$ cat src/rtl/des_encrypt_core.sv
// -----------------------------------------------------------------------------
// des_encrypt_core
//   Iterative single-key DES encryptor (FIPS 46-3). It computes one Feistel
//   round per clock. The key is fixed at build time through the KEY parameter.
//   There is no decrypt path.
//
//   Handshake: start is a level request. It is only looked at in IDLE. At that
//   edge plain_text is captured. Exactly 17 clocks later cipher_text updates and
//   dat_valid is high for that single cycle. cipher_text then holds until the
//   next result. With start held high, operations run back-to-back every 18
//   clocks.
//
// Ports
//   clk          in   1   rising-edge clock
//   rst_n        in   1   synchronous reset, active HIGH despite the name
//   plain_text   in   64  plaintext, DES bit 1 = [63], bit 64 = [0]
//   start        in   1   operation request, sampled only in IDLE
//   cipher_text  out  64  ciphertext, same bit order, held between results
//   dat_valid    out  1   one-cycle strobe coinciding with a cipher_text update
// -----------------------------------------------------------------------------
module des_encrypt_core #(
    parameter logic [63:0] KEY = 64'h133457799BBCDFF1
) (
    input  logic        clk,
    input  logic        rst_n,
    input  logic [63:0] plain_text,
    input  logic        start,
    output logic [63:0] cipher_text,
    output logic        dat_valid
);

    // Tables use the FIPS numbering: entry value n means DES bit n (1 = MSB).
    localparam int IP_TBL [64] = '{
        58, 50, 42, 34, 26, 18, 10, 2, 60, 52, 44, 36, 28, 20, 12, 4,
        62, 54, 46, 38, 30, 22, 14, 6, 64, 56, 48, 40, 32, 24, 16, 8,
        57, 49, 41, 33, 25, 17,  9, 1, 59, 51, 43, 35, 27, 19, 11, 3,
        61, 53, 45, 37, 29, 21, 13, 5, 63, 55, 47, 39, 31, 23, 15, 7};

    localparam int FP_TBL [64] = '{
        40, 8, 48, 16, 56, 24, 64, 32, 39, 7, 47, 15, 55, 23, 63, 31,
        38, 6, 46, 14, 54, 22, 62, 30, 37, 5, 45, 13, 53, 21, 61, 29,
        36, 4, 44, 12, 52, 20, 60, 28, 35, 3, 43, 11, 51, 19, 59, 27,
        34, 2, 42, 10, 50, 18, 58, 26, 33, 1, 41,  9, 49, 17, 57, 25};

    localparam int E_TBL [48] = '{
        32,  1,  2,  3,  4,  5,  4,  5,  6,  7,  8,  9,
         8,  9, 10, 11, 12, 13, 12, 13, 14, 15, 16, 17,
        16, 17, 18, 19, 20, 21, 20, 21, 22, 23, 24, 25,
        24, 25, 26, 27, 28, 29, 28, 29, 30, 31, 32,  1};

    localparam int P_TBL [32] = '{
        16,  7, 20, 21, 29, 12, 28, 17,  1, 15, 23, 26,  5, 18, 31, 10,
         2,  8, 24, 14, 32, 27,  3,  9, 19, 13, 30,  6, 22, 11,  4, 25};

    localparam int PC1_TBL [56] = '{
        57, 49, 41, 33, 25, 17,  9,  1, 58, 50, 42, 34, 26, 18,
        10,  2, 59, 51, 43, 35, 27, 19, 11,  3, 60, 52, 44, 36,
        63, 55, 47, 39, 31, 23, 15,  7, 62, 54, 46, 38, 30, 22,
        14,  6, 61, 53, 45, 37, 29, 21, 13,  5, 28, 20, 12,  4};

    localparam int PC2_TBL [48] = '{
        14, 17, 11, 24,  1,  5,  3, 28, 15,  6, 21, 10,
        23, 19, 12,  4, 26,  8, 16,  7, 27, 20, 13,  2,
        41, 52, 31, 37, 47, 55, 30, 40, 51, 45, 33, 48,
        44, 49, 39, 56, 34, 53, 46, 42, 50, 36, 29, 32};

    // SBOX[box][row*16 + col]
    localparam logic [3:0] SBOX [8][64] = '{
        '{14, 4,13, 1, 2,15,11, 8, 3,10, 6,12, 5, 9, 0, 7,
           0,15, 7, 4,14, 2,13, 1,10, 6,12,11, 9, 5, 3, 8,
           4, 1,14, 8,13, 6, 2,11,15,12, 9, 7, 3,10, 5, 0,
          15,12, 8, 2, 4, 9, 1, 7, 5,11, 3,14,10, 0, 6,13},
        '{15, 1, 8,14, 6,11, 3, 4, 9, 7, 2,13,12, 0, 5,10,
           3,13, 4, 7,15, 2, 8,14,12, 0, 1,10, 6, 9,11, 5,
           0,14, 7,11,10, 4,13, 1, 5, 8,12, 6, 9, 3, 2,15,
          13, 8,10, 1, 3,15, 4, 2,11, 6, 7,12, 0, 5,14, 9},
        '{10, 0, 9,14, 6, 3,15, 5, 1,13,12, 7,11, 4, 2, 8,
          13, 7, 0, 9, 3, 4, 6,10, 2, 8, 5,14,12,11,15, 1,
          13, 6, 4, 9, 8,15, 3, 0,11, 1, 2,12, 5,10,14, 7,
           1,10,13, 0, 6, 9, 8, 7, 4,15,14, 3,11, 5, 2,12},
        '{ 7,13,14, 3, 0, 6, 9,10, 1, 2, 8, 5,11,12, 4,15,
          13, 8,11, 5, 6,15, 0, 3, 4, 7, 2,12, 1,10,14, 9,
          10, 6, 9, 0,12,11, 7,13,15, 1, 3,14, 5, 2, 8, 4,
           3,15, 0, 6,10, 1,13, 8, 9, 4, 5,11,12, 7, 2,14},
        '{ 2,12, 4, 1, 7,10,11, 6, 8, 5, 3,15,13, 0,14, 9,
          14,11, 2,12, 4, 7,13, 1, 5, 0,15,10, 3, 9, 8, 6,
           4, 2, 1,11,10,13, 7, 8,15, 9,12, 5, 6, 3, 0,14,
          11, 8,12, 7, 1,14, 2,13, 6,15, 0, 9,10, 4, 5, 3},
        '{12, 1,10,15, 9, 2, 6, 8, 0,13, 3, 4,14, 7, 5,11,
          10,15, 4, 2, 7,12, 9, 5, 6, 1,13,14, 0,11, 3, 8,
           9,14,15, 5, 2, 8,12, 3, 7, 0, 4,10, 1,13,11, 6,
           4, 3, 2,12, 9, 5,15,10,11,14, 1, 7, 6, 0, 8,13},
        '{ 4,11, 2,14,15, 0, 8,13, 3,12, 9, 7, 5,10, 6, 1,
          13, 0,11, 7, 4, 9, 1,10,14, 3, 5,12, 2,15, 8, 6,
           1, 4,11,13,12, 3, 7,14,10,15, 6, 8, 0, 5, 9, 2,
           6,11,13, 8, 1, 4,10, 7, 9, 5, 0,15,14, 2, 3,12},
        '{13, 2, 8, 4, 6,15,11, 1,10, 9, 3,14, 5, 0,12, 7,
           1,15,13, 8,10, 3, 7, 4,12, 5, 6,11, 0,14, 9, 2,
           7,11, 4, 1, 9,12,14, 2, 0, 6,10,13,15, 3, 5, 8,
           2, 1,14, 7, 4,10, 8,13,15,12, 9, 0, 3, 5, 6,11}};

    function automatic logic [63:0] ip_perm(input logic [63:0] x);
        logic [63:0] y;
        y = '0;
        for (int i = 0; i < 64; i++) y[6'(63 - i)] = x[6'(64 - IP_TBL[i])];
        return y;
    endfunction

    function automatic logic [63:0] fp_perm(input logic [63:0] x);
        logic [63:0] y;
        y = '0;
        for (int i = 0; i < 64; i++) y[6'(63 - i)] = x[6'(64 - FP_TBL[i])];
        return y;
    endfunction

    function automatic logic [47:0] e_expand(input logic [31:0] x);
        logic [47:0] y;
        y = '0;
        for (int i = 0; i < 48; i++) y[6'(47 - i)] = x[5'(32 - E_TBL[i])];
        return y;
    endfunction

    function automatic logic [31:0] p_perm(input logic [31:0] x);
        logic [31:0] y;
        y = '0;
        for (int i = 0; i < 32; i++) y[5'(31 - i)] = x[5'(32 - P_TBL[i])];
        return y;
    endfunction

    function automatic logic [55:0] pc1_perm(input logic [63:0] x);
        logic [55:0] y;
        y = '0;
        for (int i = 0; i < 56; i++) y[6'(55 - i)] = x[6'(64 - PC1_TBL[i])];
        return y;
    endfunction

    function automatic logic [47:0] pc2_perm(input logic [55:0] x);
        logic [47:0] y;
        y = '0;
        for (int i = 0; i < 48; i++) y[6'(47 - i)] = x[6'(56 - PC2_TBL[i])];
        return y;
    endfunction

    // Each 6-bit group selects row = {b1,b6}, column = b2..b5.
    function automatic logic [31:0] sbox_sub(input logic [47:0] x);
        logic [31:0] y;
        logic [5:0]  six;
        y = '0;
        for (int b = 0; b < 8; b++) begin
            six = 6'(x >> (42 - 6 * b));
            y   = y | (32'(SBOX[3'(b)][{six[5], six[0], six[4:1]}]) << (28 - 4 * b));
        end
        return y;
    endfunction

    typedef enum logic [1:0] {
        IDLE  = 2'd0,
        ROUND = 2'd1,
        DONE  = 2'd2
    } state_t;

    state_t      state;
    logic [4:0]  round;
    logic [31:0] l_reg, r_reg;
    logic [27:0] c_reg, d_reg;

    logic        single_shift;
    logic [27:0] c_rot, d_rot;
    logic [47:0] round_key;
    logic [31:0] f_out;

    // Round function for the round number currently held in `round`.
    always_comb begin
        single_shift = (round == 5'd1) || (round == 5'd2) ||
                       (round == 5'd9) || (round == 5'd16);
        if (single_shift) begin
            c_rot = {c_reg[26:0], c_reg[27]};
            d_rot = {d_reg[26:0], d_reg[27]};
        end else begin
            c_rot = {c_reg[25:0], c_reg[27:26]};
            d_rot = {d_reg[25:0], d_reg[27:26]};
        end
        round_key = pc2_perm({c_rot, d_rot});
        f_out     = p_perm(sbox_sub(e_expand(r_reg) ^ round_key));
    end

    always_ff @(posedge clk) begin
        if (rst_n) begin
            state       <= IDLE;
            round       <= 5'd0;
            l_reg       <= '0;
            r_reg       <= '0;
            c_reg       <= '0;
            d_reg       <= '0;
            cipher_text <= '0;
            dat_valid   <= 1'b0;
        end else begin
            dat_valid <= 1'b0;
            case (state)
                IDLE: begin
                    // An X on start falls into the else branch, so no operation begins.
                    if (start == 1'b1) begin
                        {l_reg, r_reg} <= ip_perm(plain_text);
                        {c_reg, d_reg} <= pc1_perm(KEY);
                        round          <= 5'd1;
                        state          <= ROUND;
                    end
                end
                ROUND: begin
                    c_reg <= c_rot;
                    d_reg <= d_rot;
                    l_reg <= r_reg;
                    r_reg <= l_reg ^ f_out;
                    if (round == 5'd16) begin
                        state <= DONE;
                    end else begin
                        round <= round + 5'd1;
                    end
                end
                DONE: begin
                    // The final round is left unswapped, so R16 goes in the upper half.
                    cipher_text <= fp_perm({r_reg, l_reg});
                    dat_valid   <= 1'b1;
                    round       <= 5'd0;
                    state       <= IDLE;
                end
                default: begin
                    state <= IDLE;
                end
            endcase
        end
    end

endmodule

$ cat config.mk
export PLATFORM = sky130hd
export DESIGN_NAME = des_encrypt_core
export DESIGN_NICKNAME = d
export VERILOG_FILES = /design/src/rtl/des_encrypt_core.sv
export SDC_FILE = /design/constraint.sdc
export NUM_CORES = 1
export LEC_CHECK = 0
export ABC_AREA = 1
export BUFFER_PORTS_ARGS = -buffer_cell sky130_fd_sc_hd__buf_2
export CORE_MARGIN = 2
export CORE_UTILIZATION = 51
export CTS_BUF_LIST = sky130_fd_sc_hd__clkbuf_8
export DETAILED_ROUTE_END_ITERATION = 7
export PLACE_DENSITY = 0.9
export REMOVE_ABC_BUFFERS = 1
export SLEW_MARGIN = 10
export SYNTH_ARGS = -nofsm -noshare
export SYNTH_HDL_FRONTEND = slang
export SYNTH_SLANG_ARGS = --single-unit
$ cat constraint.sdc
create_clock -name clk -period 3.2 [get_ports clk]
set_clock_uncertainty 0.15 [all_clocks]
set_input_delay 0.16 -clock clk [delete_from_list [all_inputs] [get_ports clk]]
set_output_delay 0.16 -clock clk [all_outputs]
set_load 0.05 [all_outputs]
### Word level (Yosys, flattened, before mapping)

Memory sizes are Yosys's and may differ from the RTL's.
Cells that the tools add are included.

* register bits after elaboration: 144
* output and inout bits: 65
* memories: 4
* bits in read-only memories: 1024
* logic and storage cells: 73

Memories
* (no name shown): depth 64, width 4, read ports 1, clocked after memory_dff 0, write ports 0, line 151 `y = y | (32'(SBOX[3'(b)][{six[5], six[0], six[4:1]}]) << (28 - 4 * b));`
* (no name shown): depth 64, width 4, read ports 1, clocked after memory_dff 0, write ports 0, line 151
* (no name shown): depth 64, width 4, read ports 1, clocked after memory_dff 0, write ports 0, line 151
* (no name shown): depth 64, width 4, read ports 1, clocked after memory_dff 0, write ports 0, line 151

* equal/unequal tests: 9
* muxes and demuxes: 25
* add/sub/neg operators: 1
* bitwise logic cells: 13
* $lt $le $gt $ge: 4
* reduce and logical (&&, ||, !) cells: 9

Operator list (count)
* $pmux 32 s2: 2
* $mux 28: 4
* $pmux 28 s2: 2
* $mux 32: 2
* $xor 32x16->32: 1
* $xor 32x32->32: 1
* $ge 7x7->1 const B: 4
* $not 6->7: 4
* $or 14x1->14 const B: 2
* $mux 4: 6
* $pmux 5 s3: 1
* $or 14x12->14: 1
* $or 14x14->14: 1
* $or 14x4->14: 1
* $or 14x8->14: 1
* $mux 5: 2
* $mux 2: 4
* $ne 2x2->1 const B: 3
* $add 5x1->5 const B: 1
* $eq 5x1->1 const B: 1
* $eq 5x2->1 const B: 1
* $eq 5x4->1 const B: 1
* $eq 5x5->1 const B: 1
* $pmux 2 s2: 1
* other kinds (10): 13

### Logic depth before layout (Yosys ltp)

Gate-level depths: netlist (run 1).

* depth in word-level cells: 16
* gate-level depth with buffers: 9
* gate-level depth less buffers: 9

### Worst setup path after synthesis (run 1)

Ideal clock, no wire load.

* path kind: reg-to-reg
* start: reg state[0]
* end: reg l_reg[20]
* buffers on the path: 1
* setup slack: 1.598 ns
* required time: 2.980 ns
* library setup time: 0.070 ns
* clock period less this slack: 1.602 ns
* arrival time: 1.382 ns
* cell stages (with the launch flop): 9
* cell sequence: dfxtp_1 -> inv_1 -> ha_1 -> nand2_1 -> o21ai_4 -> inv_2 -> buf_4 -> nand2_1 -> a21oi_1

* word-level cells in the longest chain between the ends: 3

Ends and longest elaborated chain
* start, declared: line 162 `state_t state;`
* start signal, assigned: line 189 `state <= IDLE;`
* start signal, assigned: line 206 `state <= ROUND;`
* start signal, assigned: line 215 `state <= DONE;`
* $eq 2x1->1 or $logic_not 2->1 (tied branches): line 199 `case (state)`
* $reduce_bool 2->1 (no line) or $ne 2x2->1 (tied branches)
* $reduce_and 2->1 (no line)
* end signal, assigned: line 203 `{l_reg, r_reg} <= ip_perm(plain_text);`
* end signal, assigned: line 212 `l_reg <= r_reg;`
* end, declared: line 164 `logic [31:0] l_reg, r_reg;`

Several ways; a longest one is shown, not always the timed one.
A chain may end at the register's enable or synchronous reset.

### Worst setup path in the final report (run 1)

* start: reg state[0]
* end: reg l_reg[12]

The elaborated chain is that of the path after synthesis.

==> flow_summary.toml, run 1 <==
[route]
wl_per_cell_um = 11.0
vias_per_cell = 4.70
route.detailed.drc = 0
final_antenna_net_count = 0
drt_pass1_iterations = 4
vias = 2134
drt-total-wl_um = 4980
drt_iter0_markers = 178

[power_and_ir_drop]
clkPwrFrac_pct = 19.4
switchingPower_mw = 1.06
p_per_area_nw_per_um2 = 842
p_sw_share_pct = 44.0
power.leakage_nw = 1.41
power.total_mw = 2.40
pwr-share-comb_pct = 40.8
internal_power_mw = 1.35
power_frac_seq_pct = 39.8
irDropWorstVdd_v = 0.000360

[worst_setup_path]
cp-start-kind = "register"
setup.worst_path.end = "l_reg[12]"
critPathKind = "register to register"
r2r_slack_ns = 1.25
end_kind = "register"
critPathMaxFanout = 17
worst-endpoint-required_ns = 3.30
worst_r2r_endpoint = "l_reg[12]"
rr_startpoint = "state[0]"
r2r_cells = 7
worstPathArrival_ns = 2.05
critPathLaunch = "state[0]"

[yosys]
syn_avg_cell_area_um2 = 7.63
synth.area.top_cells = "dfxtp_1 43%, buf_4 14%, nand2_1 10%, nor2_1 7.6%, a21oi_1 4.8%"
yosysUniqueCellTypes = 22
synth_common_cells = "70 x nand2_1, 56 x dfxtp_1, 53 x nor2_1"
yosysTopAreaCellShare_pct = 42.7
synth_seq_cells = 56
yosysWarnings = 0
synth_async_sr_flop_share_pct = 0
yosysMostFrequentCell = "nand2_1"
syn-instance-count = 344
yosysTopAreaCell = "dfxtp_1"
ys.flop_type = "dfxtp_1"
synth.cell_area_um2 = 2620
ys_seq_area_share_pct = 42.7
synth-edff-count = 0

[finish]
area_growth_pct = 8.63
utilization_pct = 56.5
final_nets = 457
drive_gt1_share_pct = 13.3
multi_input_area_um2 = 1190
regArea_um2 = 1120
diodes = 0
final_cells = 454
num-fill-cells = 483

[sta]
slew_violations = 0
tns_ns = 0
rsz0062_at_grt = "false"
finalSetupViolations = 0
maxSlewHeadroom_pct = 49.0
min_period_over_period_pct = 60.9
fmax_ghz = 0.514
tightest_slew_ns = 0.761
min_period_ns = 1.95
finalHoldViolCount = 0

[die]
die-area_um2 = 5730
core_area_um2 = 5040
io_pins = 132
die_y_um = 75.7
die_w_um = 75.7
start_util_pct = 52.0
rows = 26

[clock_tree]
cts_tree = "yes"
clock_path_buffers = 2
cts-resized-gates = 0
clock_latency_ns = 0.32
clkTransAtPathRegs_ns = 0.10
clock_sink_count = 56
root_buffer = "clkbuf_8"
cts_hold_buf = 8
htree_levels = 2
cts_setup_buffers = 0
cts_buffers = 5

[run]
maxCapViolCount = 0

[place]
placed_cells = 438
io_buffers = 35
detailed_place_hpwl_um = 3320
globalplace.congestion = 0.885

[grt]
grt_util_all_layers_pct = 18.9
gr-total-overflow = 0
grt_pass1_vias = 1831
grt_max_degree = 29
grt_first_pass_wirelength_um = 8100
antenna_found_initial = 0

[hold_path]
hold_path.class = "input pin to register"

[outcome]
status = "finished clean"
## worst min-delay path by stage
stage / from / end / cells past startpoint
after floorplan: rst_n / l_reg[12] / 1
after global placement: plain_text[11] / r_reg[14] / 3
after detailed placement: plain_text[11] / r_reg[14] / 3
after CTS: plain_text[5] / r_reg[23] / 4
after global routing: plain_text[5] / r_reg[23] / 4
final: plain_text[5] / r_reg[23] / 4
## layer usage
layer / GRT usage, % / wire length [um]
met5: 0 / 0
met4: 7.99 / 85
met3: 3.97 / 291
met2: 30.9 / 2230
met1: 24.4 / 2370
## through the flow
stage | area (um2) | hold WS (ns) | setup WS (ns)
5_1_grt | 2850 | 0.0396 | 1.07
3_5_place_dp | 2660 | 0.266 | 1.25
2_1_floorplan | 2370 | 0.0791 | 1.20
6_report | 2850 | 0.0344 | 1.25
3_3_place_gp | 2660 | 0.263 | 1.30
4_1_cts | 2850 | 0.0360 | 1.25
## cell families (layout without fill, tap and decap cells)
logic type      after synthesis  after routing  synth area share, %
buf+inv                      77             70                 18.6
other cells                   1             48                0.143
compound gates               58             58                 13.0
fa+ha+maj                     7              7                 3.34
simple gates                145            145                 22.2
flops                        56             56                 42.7
## placed cells by master (no fill, tap or decap), types with 2 or more instances in the layout
| master | count |
|---|---|
| clkbuf_8 | 5 |
| ha_1 | 7 |
| clkinv_1 | 2 |
| a21oi_1 | 25 |
| buf_2 | 35 |
| buf_4 | 3 |
| dlygate4sd3_1 | 8 |
| inv_2 | 2 |
| o21ai_0 | 23 |
| o211a_1 | 8 |
| conb_1 | 48 |
| nand4_1 | 2 |
| dfxtp_1 | 56 |
| inv_1 | 13 |
| nor2_1 | 53 |
| nand2_1 | 70 |
| nor2_2 | 2 |
| nand3_1 | 17 |
## cell type report
class / instances / share of cell area (%)
Sequential cell: 56 / 39.3
Tap cell: 70 / 3.07
Clock inverter: 3 / 1.49
Multi-Input combinational cell: 258 / 41.8
Timing Repair Buffer: 46 / 9.75
Clock buffer: 5 / 2.41
Inverter: 16 / 2.11
## power groups by stage
stage	combinational, mW	clock, mW	sequential, mW
3_3_place_gp	0.948	0	0.959
4_1_cts	0.982	0.471	0.953
2_1_floorplan	0.606	0	1.10
3_5_place_dp	0.970	0	0.969
6_report	0.981	0.466	0.955
5_1_grt	1.09	0.502	0.974
## worst max-delay path, stage by stage (launching register included)
cell,delay (ns)
dfxtp_1,0.40
inv_1,0.10
ha_1,0.26
nand2_1,0.28
o21ai_4,0.18
inv_2,0.27
nand2_1,0.10
a21oi_1,0.13
Power figures use the tool's default switching activity.
==> run 2: changes to the inputs <==
--- a/config.mk
+++ b/config.mk
@@ -8,10 +8,10 @@
 export ABC_AREA = 1
 export BUFFER_PORTS_ARGS = -buffer_cell sky130_fd_sc_hd__buf_2
 export CORE_MARGIN = 2
-export CORE_UTILIZATION = 51
+export CORE_UTILIZATION = 47
 export CTS_BUF_LIST = sky130_fd_sc_hd__clkbuf_8
 export DETAILED_ROUTE_END_ITERATION = 7
-export PLACE_DENSITY = 0.9
+export PLACE_DENSITY = 0.84
 export REMOVE_ABC_BUFFERS = 1
 export SLEW_MARGIN = 10
 export SYNTH_ARGS = -nofsm -noshare
==> constraint.sdc (replaced) <==
create_clock -name clk -period 1.9 [get_ports clk]
set_clock_uncertainty 0.15 [all_clocks]
set_input_delay 0.095 -clock clk [delete_from_list [all_inputs] [get_ports clk]]
set_output_delay 0.095 -clock clk [all_outputs]
set_load 0.05 [all_outputs]
==> run 2 against run 1 <==
  * First-iteration DRC count fell by 2.2%
  * Power rose by 69%
  * Wire length rose by 7.7%
  * Maximum frequency rose by 10%
  * Cell area rose by 4.7%
  * Largest cell class unchanged
  * Largest power group unchanged
==> flow_summary.toml, run 2 (synthesis gave the netlist of run 1 again) <==
[outcome]
status = "finished clean"

[power_and_ir_drop]
p_per_area_nw_per_um2 = 1360
irDropWorstVdd_v = 0.000548
power.total_mw = 4.06
power.leakage_nw = 1.48

[die]
die_y_um = 78.7
core_area_um2 = 5440
start_util_pct = 48.2
io_pins = 132
die-area_um2 = 6200
rows = 27
die_w_um = 78.7

[worst_setup_path]
critPathLaunch = "state[0]"
critPathKind = "register to register"
critPathMaxFanout = 11
r2r_cells = 8
rr_startpoint = "state[0]"
cp-start-kind = "register"
end_kind = "register"
worstPathArrival_ns = 1.85
worst-endpoint-required_ns = 1.99

[finish]
multi_input_area_um2 = 1190
num-fill-cells = 499
diodes = 0
final_cells = 472
final_common_cell = "nand2_1"
regArea_um2 = 1120
stdcell_area_um2 = 2980
drive_gt1_share_pct = 15.5
final_nets = 473
final_cell_mix = "69 x nand2_1, 56 x dfxtp_1, 53 x nor2_1"
area_growth_pct = 13.7

[clock_tree]
cts_tree = "yes"
cts_setup_buffers = 0
clock_sink_count = 56
clock_latency_ns = 0.32
clkTransAtPathRegs_ns = 0.09
clock_path_buffers = 2
htree_levels = 2
root_buffer = "clkbuf_8"
cts_buffers = 5

[grt]
grt_max_degree = 22
grt_pass1_vias = 2019
gr-total-overflow = 0
grt_util_all_layers_pct = 17.9
grt_first_pass_wirelength_um = 8720
antenna_found_initial = 0

[sta]
slew_violations = 0
rsz0062_at_grt = "true"
finalSetupViolations = 0
min_period_over_period_pct = 93.0
min_period_ns = 1.77
fmax_ghz = 0.566
tns_ns = 0
finalHoldViolCount = 0
fin_ws_ns = 0.133

[hold_path]
hp-start = "plain_text[7]"
hold_path_depth = 4
hold_path.class = "input pin to register"

[route]
drt-total-wl_um = 5360
vias = 2209
wl_per_cell_um = 11.4
drt_iter0_markers = 174
vias_per_cell = 4.68
final_antenna_net_count = 0
drt_pass1_iterations = 4
route.detailed.drc = 0

[place]
placed_cells = 448
io_buffers = 35
detailed_place_hpwl_um = 3600
pre_cts_ws_ns = 0.129
placed_area_um2 = 2720
globalplace.congestion = 0.846

[run]
maxCapViolCount = 0
-- run 2: changes by cell type in the layout (fill, tap and decap cells not counted) --
cell / before / now
buf_4: 3 / 11
bufinv_16: 1 / 0
clkbuf_8: 5 / 6
clkinv_1: 2 / 1
clkinv_2: 0 / 2
clkinvlp_4: 0 / 1
dlygate4sd3_1: 8 / 16
inv_1: 13 / 12
inv_2: 2 / 1
inv_4: 0 / 1
inv_6: 1 / 0
nand2_1: 70 / 69
nand2_2: 0 / 1
-- run 2: per-stage QoR --
stage	util (%)	hold slack, ns
final	54.8	0.00326
after global routing	54.8	0.0179
after CTS	54.7	0.00279
after detailed placement	50.0	0.199
after global placement	50.0	0.198
after floorplan	-	0.0141
-- run 2: layer usage --
| metal | share of wire [%] | up-vias | GRT usage (%) |
|---|---|---|---|
| met2 | 49 | 77 | 30.4 |
| met4 | 2.1 | 0 | 10.2 |
| met3 | 4.8 | 8 | 3.07 |
| met1 | 44 | 1013 | 21.4 |
| met5 | 0 | - | 0 |
| li1 | - | 1111 | - |
-- run 2: final cells by class --
cell class | count | share of cell area [%]
inverters | 16 | 2.22
repair buffers | 62 | 14.0
clock inverters | 2 | 0.336
flip-flops and latches | 56 | 37.6
clock buffers | 6 | 2.77
well taps | 72 | 3.02
multi-input cells | 258 | 40.1
-- run 2: where the power goes --
| part | leakage, nW | total, mW | internal, mW | switching (mW) |
|---|---|---|---|---|
| Sequential | 0.457 | 1.61 | 1.45 | 0.160 |
| Combinational | 0.968 | 1.78 | 0.516 | 1.26 |
| Clock | 0.0510 | 0.672 | 0.292 | 0.380 |
-- run 2: what timing repair did --
| item | CTS | global route |
|---|---|---|
| setup endpoints to repair | 0 | 12 |
| resized for setup | 0 | 4 |
| hold endpoints to repair | 24 | 0 |
| hold buffers | 16 | 0 |
-- run 2: critical path, cell delays in order, from the launching register on --
cell and delay (ns):
dfxtp_1 0.41, inv_1 0.10, ha_1 0.26, inv_1 0.08, nor2_2 0.06, nor2_4 0.16
buf_4 0.22, nand2_1 0.06, a21oi_1 0.19
-- run 2: worst paths after layout --
path / end / slack [ns]
max: l_reg[30] / 0.13
min: r_reg[31] / 0.003
max reg2reg: l_reg[30] / 0.13
min reg2reg: l_reg[14] / 0.32
